## src/rtl/mips_inst_issuer.sv

```systemverilog
// rtl/mips_inst_issuer.sv - encodes operation requests into MIPS words and issues them under a credit limit
module mips_inst_issuer #(
  parameter int FIFO_DEPTH      = 4,
  parameter int MAX_OUTSTANDING = 4,
  parameter int CNT_W           = 16
) (
  input  logic             clk,
  input  logic             rst,
  input  logic             req_valid,
  output logic             req_ready,
  input  logic [2:0]       req_op,
  input  logic [2:0]       req_rs,
  input  logic [2:0]       req_rt,
  input  logic [2:0]       req_rd,
  input  logic [4:0]       req_shamt,
  input  logic [15:0]      req_imm,
  input  logic [31:0]      req_raw,
  input  logic [11:0]      req_rdsel,
  output logic             in_valid,
  output logic [31:0]      instruction,
  output logic [19:0]      output_reg,
  input  logic             out_valid,
  input  logic             instruction_fail,
  output logic             busy,
  output logic [CNT_W-1:0] issued_cnt,
  output logic [CNT_W-1:0] fail_cnt
);

  localparam int AW = (FIFO_DEPTH > 1) ? $clog2(FIFO_DEPTH) : 1;
  localparam logic [AW:0] DEPTH_C = (AW+1)'(FIFO_DEPTH);
  localparam logic [3:0]  MAX_C   = 4'(MAX_OUTSTANDING);

  localparam logic [2:0] OP_ADD  = 3'd0;
  localparam logic [2:0] OP_AND  = 3'd1;
  localparam logic [2:0] OP_OR   = 3'd2;
  localparam logic [2:0] OP_NOR  = 3'd3;
  localparam logic [2:0] OP_SLL  = 3'd4;
  localparam logic [2:0] OP_SRL  = 3'd5;
  localparam logic [2:0] OP_ADDI = 3'd6;

  // Core register file addresses; 6 and 7 map to an illegal address on purpose
  // so that the core flags a failure (fault injection path).
  function automatic logic [4:0] reg_map(input logic [2:0] idx);
    case (idx)
      3'd0:    reg_map = 5'b10001;
      3'd1:    reg_map = 5'b10010;
      3'd2:    reg_map = 5'b01000;
      3'd3:    reg_map = 5'b10111;
      3'd4:    reg_map = 5'b11111;
      3'd5:    reg_map = 5'b10000;
      default: reg_map = 5'b00000;
    endcase
  endfunction

  logic [31:0]     enc_instr;
  logic [19:0]     enc_oreg;
  logic [5:0]      funct;
  logic [4:0]      shamt_eff;

  logic [51:0]     mem [FIFO_DEPTH];
  logic [AW-1:0]   wr_ptr;
  logic [AW-1:0]   rd_ptr;
  logic [AW:0]     count;
  logic [3:0]      outstanding;
  logic            full;
  logic            empty;
  logic            push;
  logic            issue;
  logic            credit_ret;
  logic [51:0]     head;

  // Combinational encoder from the request fields to {instruction, output_reg}.
  always_comb begin
    funct     = 6'b100000;
    shamt_eff = 5'd0;
    enc_instr = 32'd0;
    case (req_op)
      OP_ADD: funct = 6'b100000;
      OP_AND: funct = 6'b100100;
      OP_OR:  funct = 6'b100101;
      OP_NOR: funct = 6'b100111;
      OP_SLL: begin funct = 6'b000000; shamt_eff = req_shamt; end
      OP_SRL: begin funct = 6'b000010; shamt_eff = req_shamt; end
      default: funct = 6'b100000;
    endcase
    if (req_op == OP_ADDI)
      enc_instr = {6'b001000, reg_map(req_rs), reg_map(req_rt), req_imm};
    else if (req_op == 3'd7)
      enc_instr = req_raw;
    else
      enc_instr = {6'b000000, reg_map(req_rs), reg_map(req_rt), reg_map(req_rd), shamt_eff, funct};
    enc_oreg = {reg_map(req_rdsel[11:9]), reg_map(req_rdsel[8:6]),
                reg_map(req_rdsel[5:3]), reg_map(req_rdsel[2:0])};
  end

  assign full       = (count == DEPTH_C);
  assign empty      = (count == '0);
  assign req_ready  = !full && !rst;
  assign push       = req_valid && req_ready;
  assign issue      = !empty && (outstanding < MAX_C);
  // A return with nothing outstanding is a stale result from before reset.
  assign credit_ret = out_valid && (outstanding != 4'd0);
  assign head       = mem[rd_ptr];
  assign busy       = !empty || (outstanding != 4'd0);

  // FIFO storage; no reset needed since count gates every read.
  always_ff @(posedge clk) begin
    if (push) mem[wr_ptr] <= {enc_instr, enc_oreg};
  end

  // FIFO pointers and occupancy.
  always_ff @(posedge clk or posedge rst) begin
    if (rst) begin
      wr_ptr <= '0;
      rd_ptr <= '0;
      count  <= '0;
    end else begin
      if (push)  wr_ptr <= wr_ptr + 1'b1;
      if (issue) rd_ptr <= rd_ptr + 1'b1;
      case ({push, issue})
        2'b10:   count <= count + 1'b1;
        2'b01:   count <= count - 1'b1;
        default: count <= count;
      endcase
    end
  end

  // Outstanding-instruction credit counter.
  always_ff @(posedge clk or posedge rst) begin
    if (rst) begin
      outstanding <= 4'd0;
    end else begin
      case ({issue, credit_ret})
        2'b10:   outstanding <= outstanding + 4'd1;
        2'b01:   outstanding <= outstanding - 4'd1;
        default: outstanding <= outstanding;
      endcase
    end
  end

  // Registered issue port; idle cycles drive zeros.
  always_ff @(posedge clk or posedge rst) begin
    if (rst) begin
      in_valid    <= 1'b0;
      instruction <= 32'd0;
      output_reg  <= 20'd0;
    end else begin
      in_valid    <= issue;
      instruction <= issue ? head[51:20] : 32'd0;
      output_reg  <= issue ? head[19:0]  : 20'd0;
    end
  end

  // Statistics counters, wrapping.
  always_ff @(posedge clk or posedge rst) begin
    if (rst) begin
      issued_cnt <= '0;
      fail_cnt   <= '0;
    end else begin
      if (issue)                         issued_cnt <= issued_cnt + CNT_W'(1);
      if (out_valid && instruction_fail) fail_cnt   <= fail_cnt + CNT_W'(1);
    end
  end

endmodule

```

## config.mk

```make
export PLATFORM = sky130hd
export DESIGN_NAME = mips_inst_issuer
export DESIGN_NICKNAME = d
export VERILOG_FILES = /design/src/rtl/mips_inst_issuer.sv
export SDC_FILE = /design/constraint.sdc
export NUM_CORES = 1
export LEC_CHECK = 0
export BUFFER_PORTS_ARGS = -buffer_cell sky130_fd_sc_hd__buf_2
export CAP_MARGIN = 20
export CORE_MARGIN = 4
export CORE_UTILIZATION = 35
export CTS_BUF_LIST = sky130_fd_sc_hd__clkbuf_4 sky130_fd_sc_hd__clkbuf_8 sky130_fd_sc_hd__clkbuf_16
export DETAILED_ROUTE_END_ITERATION = 8
export PLACE_DENSITY_LB_ADDON = 0.15
export SYNTH_ARGS = -nofsm -noshare
export SYNTH_HDL_FRONTEND = slang
export SYNTH_SLANG_ARGS = --single-unit
```

## constraint.sdc

```tcl
create_clock -name clk -period 9.7 [get_ports clk]
set_clock_uncertainty 0.1 [all_clocks]
set_input_delay 1.94 -clock clk [delete_from_list [all_inputs] [get_ports clk]]
set_output_delay 1.94 -clock clk [all_outputs]
set_load 0.03 [all_outputs]
```

# Yosys cells after proc, flatten, opt, wreduce, memory -nomap -nowiden

Memory sizes are Yosys's and may differ from the RTL's.
Cells that the tools add are included.
Widths: inputs -> output; s select.

Output and inout bits: 87
Register bits after elaboration: 96
Bits in writable memories: 208
Bits of input ports: 82
Word-level logic and storage cells: 104
Memories kept: 1

Memory list:

| name | depth | width | read ports | clocked after Yosys merged registers in | write ports | line | RTL |
|---|---|---|---|---|---|---|---|
| mem  | 4     | 52    | 1          | 0                                       | 1           | 60   | `logic [51:0] mem [FIFO_DEPTH];` |

Mux-type cells: 17
$add $sub $neg: 8
Equal/unequal tests: 47
Magnitude comparators: 1
Reduce and logical (&&, ||, !) cells: 21

Operator list:

| cell                  | count |
|---|---|
| $pmux 5 s6            | 7 |
| $mux 32               | 3 |
| $eq 3x3->1 const B    | 19 |
| $eq 3x2->1 const B    | 16 |
| $add 16x1->16 const B | 2 |
| $pmux 6 s5            | 1 |
| $eq 3x1->1 const B    | 8 |
| $logic_not 3->1       | 8 |
| $mux 20               | 1 |
| $pmux 4 s2            | 1 |
| $pmux 3 s2            | 1 |
| $logic_and 1x1->1     | 5 |
| $mux 5                | 1 |
| $add 2x1->2 const B   | 2 |
| $add 4x1->4 const B   | 1 |
| $eq 2x1->1 const B    | 2 |
| $eq 2x2->1 const B    | 2 |
| $lt 4x3->1 const B    | 1 |
| $reduce_bool 2->1     | 2 |
| $reduce_bool 4->1     | 1 |
| $sub 4x1->4 const B   | 1 |
| $add 3x1->3 const B   | 1 |
| $logic_not 1->1       | 3 |
| $sub 3x1->3 const B   | 1 |
| 3 further kinds       | 4 |

# Longest topological paths before layout

Depth in word-level cells: 6
Gate-level depth with buffers: 11
Depth with buffers taken out: 10

# Worst setup path after synthesis

No wires, ideal clock.

Path type: input to output
Start point: in rst
End point: out req_ready
Data required time: 7.660 ns
Cell stages on the path: 1
Buffers on the path: 0
Path slack: 5.087 ns
Arrival: 2.573 ns
Cells stage by stage: a31oi_1

Word-level cells in the longest chain between the ends: 2

RTL lines:

| what                             | line | RTL |
|---|---|---|
| start, declared                  | 8    | `input logic rst,` |
| $logic_not 1->1 (no source line) | --   |  |
| $logic_and 1x1->1                | 98   | `assign req_ready = !full && !rst;` |
| end, declared                    | 10   | `output logic req_ready,` |

No other way between the ends.

# Final worst setup path

Ends and elaborated chain as after synthesis.

==> flow_summary.toml <==
[critical_path]
reg2regPathDepth = 9
setup_crit_start = "rst"
timing.rr.end = "count[2]"
arrival_time_of_the_worst_setup_path_ps = 2720
criticalPathCategory = "in2out"
worst_path_max_delay_cell = "a31oi_1"
r2r_slack_ps = 6770
crit_path_end_kind = "output port"
cp-start-kind = "primary input"
timing.critical_path.required_ps = 7660
cp-endpoint = "req_ready"
timing.critical_path.slowest_cell_delay_ps = 360
path_cells = "buf_2 -> a31oi_1 -> buf_2"
timing.critical_path.mode_cell = "buf_2"
rr_startpoint = "outstanding[2]"
worst_path_maximum_fanout = 6

[synth]
netlist_top_cells_area = "edfxtp_1, dfrtp_1, mux4_2"
ys_top_cells_by_count = "edfxtp_1, dfrtp_1, and2_1"
post_syn_area_um2 = 12050
synth_enable_flop_cells = 208
ys_async_sr_fraction_pct = 31.58
syn-mean-instance-area_um2 = 17.16
synth_nets = 795
ys_seq_area_share_pct = 71.78
postSynth.topFlopCell = "edfxtp_1"
dominant_cell_type_by_area_after_synthesis = "edfxtp_1"
synth_cells = 702
synthMostInstantiatedCell = "edfxtp_1"
post-synth-top-area-fraction_pct = 51.84
synth-warning-count = 0
synth.lib_cells_used.distinct = 45
number_of_synthesized_register_bits = 304

[clocking]
clock_tree_from_tritoncts = "yes"
cts.root.buffer_cell = "clkbuf_16"
cts_max_level = 2
cts.sinks = 304
number_of_hold_buffers_added_after_cts = 0
tritoncts.num_buffers = 35
cts.path.max_buffers = 3
clk_transition_reported_paths_ps = 60
worst_skew_pair.late_latency_ps = 520
post-cts-setup-buffer-count = 0
resized_after_cts = 0

[power]
p_sw_mw = 1.354
power.density_nw_per_um2 = 289.6
share_seq_of_total_power_pct = 42.6
cell_internal_pwr_mw = 2.849
share_comb_of_total_power_pct = 27.7
report.power.total_mw = 4.203
vdd.ir_drop.worst_mv = 0.1378
power.switching_fraction_pct = 32.22
clkPwrFrac_pct = 29.7
p_leak_nw = 5.782

[place]
gp_routability_congestion = 0.7158
dp_cells = 1301
pre_cts_ws_ps = 4929
place.port_buffers = 168
dp_hpwl_mm = 15.22

[route]
final_wl_mm = 25.16
via_per_inst = 4.723
final_routed_wire_length_divided_by_cell_count_um = 18.45
antenna_left = 0
route.vias.total = 6442
drtIter0Drc = 262
route.detailed.drc = 0
drtPass1Iterations = 4

[timing]
grt_setup_unrepaired = "false"
timing_max_transition_violations_final = 0
fmax_achieved_ghz = 0.2102
max_slew_margin_pct = 42.20
totalNegativeSetupSlack_ps = 0
setup_violations = 0
final_critical_path_setup_slack_ps = 4943
fin_crit_ps = 4757
finalCritPeriodShare_pct = 49.04
finalHoldViolations = 0
worst_slew_pin_slew_ps = 867.1

[min_path]
min_path_cells = 1
worst_hold_path_type = "reg2reg"

[global_route]
grt_pass1_wl_mm = 39.99
grt_antenna_before_repair = 0
grtUsageTotal_pct = 13.42
grt_start_max_net_pins = 60
leftover_overflow_at_the_end_of_global_routing = 0
grt_pass1_vias = 6855

[finish]
final.fill_count = 3024
multiInputGateArea_um2 = 3236
final_core_utilization_pct = 42.95
layout.area.seq_um2 = 8653
drive_gt1_share_pct = 32.97
fin_nets = 983
synthToLayoutAreaGrowth_pct = 20.44
final-instance-count-excl-fill = 1364
largest_register_ff_count = 208
antennaDiodeCount = 0

[floorplanning]
width_of_the_die_um = 193.5
dieArea_um2 = 37460
die_h_um = 193.5
core_area_um2 = 33780
io-pin-count = 169
initial_core_util_pct = 35.67
rows = 67

[run_status]
outcome = "finished clean"

[run]
max-cap-violations = 0
==> placed cells by master, fill, tap and decap left out, types with 6 or more instances in the layout <==
master / n
nand2_1: 48
nand3_1: 11
a211oi_1: 6
nand4_1: 7
nor2_1: 30
inv_1: 10
clkbuf_4: 11
and2_1: 61
mux2i_1: 16
xnor2_1: 36
edfxtp_1: 208
a21oi_1: 8
buf_4: 7
o21ai_0: 10
clkbuf_16: 35
mux4_2: 52
xor2_1: 12
buf_2: 168
ha_1: 10
dfrtp_1: 94
==> stage by stage <==
stage / hold slack (ps) / area (µm²)
finish: 372.8 / 14510
floorplan: 347.8 / 12050
detailed placement: 364.7 / 13390
global placement: 358.4 / 13390
CTS: 377.1 / 14510
global route: 394.5 / 14510
==> critical path: cells and delay by family <==
| kind | cells | cell delay (ps) |
|---|---|---|
| buffers and inverters | 2 | 410 |
| AO/OA/AOI/OAI | 1 | 360 |
==> layer usage <==
layer	track usage (%)	vias up	part of all wire [%]
met5	0	-	0
met2	21.85	162	48
met1	18.87	3226	45
met3	2.627	36	4.7
li1	-	3018	-
met4	3.016	0	1.7
==> power by group through the flow <==
stage | sequential [mW] | clock (mW) | combinational, mW
floorplan | 2.00 | 0 | 0.654
global placement | 1.82 | 0 | 1.20
detailed placement | 1.82 | 0 | 1.20
CTS | 1.80 | 1.29 | 1.20
global route | 1.82 | 1.35 | 1.28
finish | 1.79 | 1.25 | 1.16
==> how the worst min path moves through the flow <==
stage,startpoint,to,slack (ps)
2_1_floorplan,outstanding[3],outstanding[3],350
3_3_place_gp,fail_cnt[15],fail_cnt[15],360
3_5_place_dp,outstanding[3],outstanding[3],360
4_1_cts,outstanding[3],outstanding[3],380
5_1_grt,issued_cnt[13],issued_cnt[13],390
6_report,issued_cnt[15],issued_cnt[15],370
==> layout make-up <==
cell class	count	area share, %
clock buffer	47	6.699
clock inverter	16	1.009
inverter	12	0.3449
multi-input combinational	362	22.30
sequential	304	59.63
tap	448	3.863
timing repair buffer	175	6.156
==> cells by family (layout without fill, tap and decap cells) <==
kind of cell,Yosys count,count (layout),synth area share [%]
adder cells (fa/ha/maj),11,11,1.205
flip-flops,304,304,71.78
AO/OA/AOI/OAI,37,37,1.973
AND/OR/NAND/NOR,195,195,8.816
multiplexers,71,71,11.33
XOR/XNOR,48,48,3.489
buffers and inverters,36,250,1.412
(Power assumes the default switching activity.)
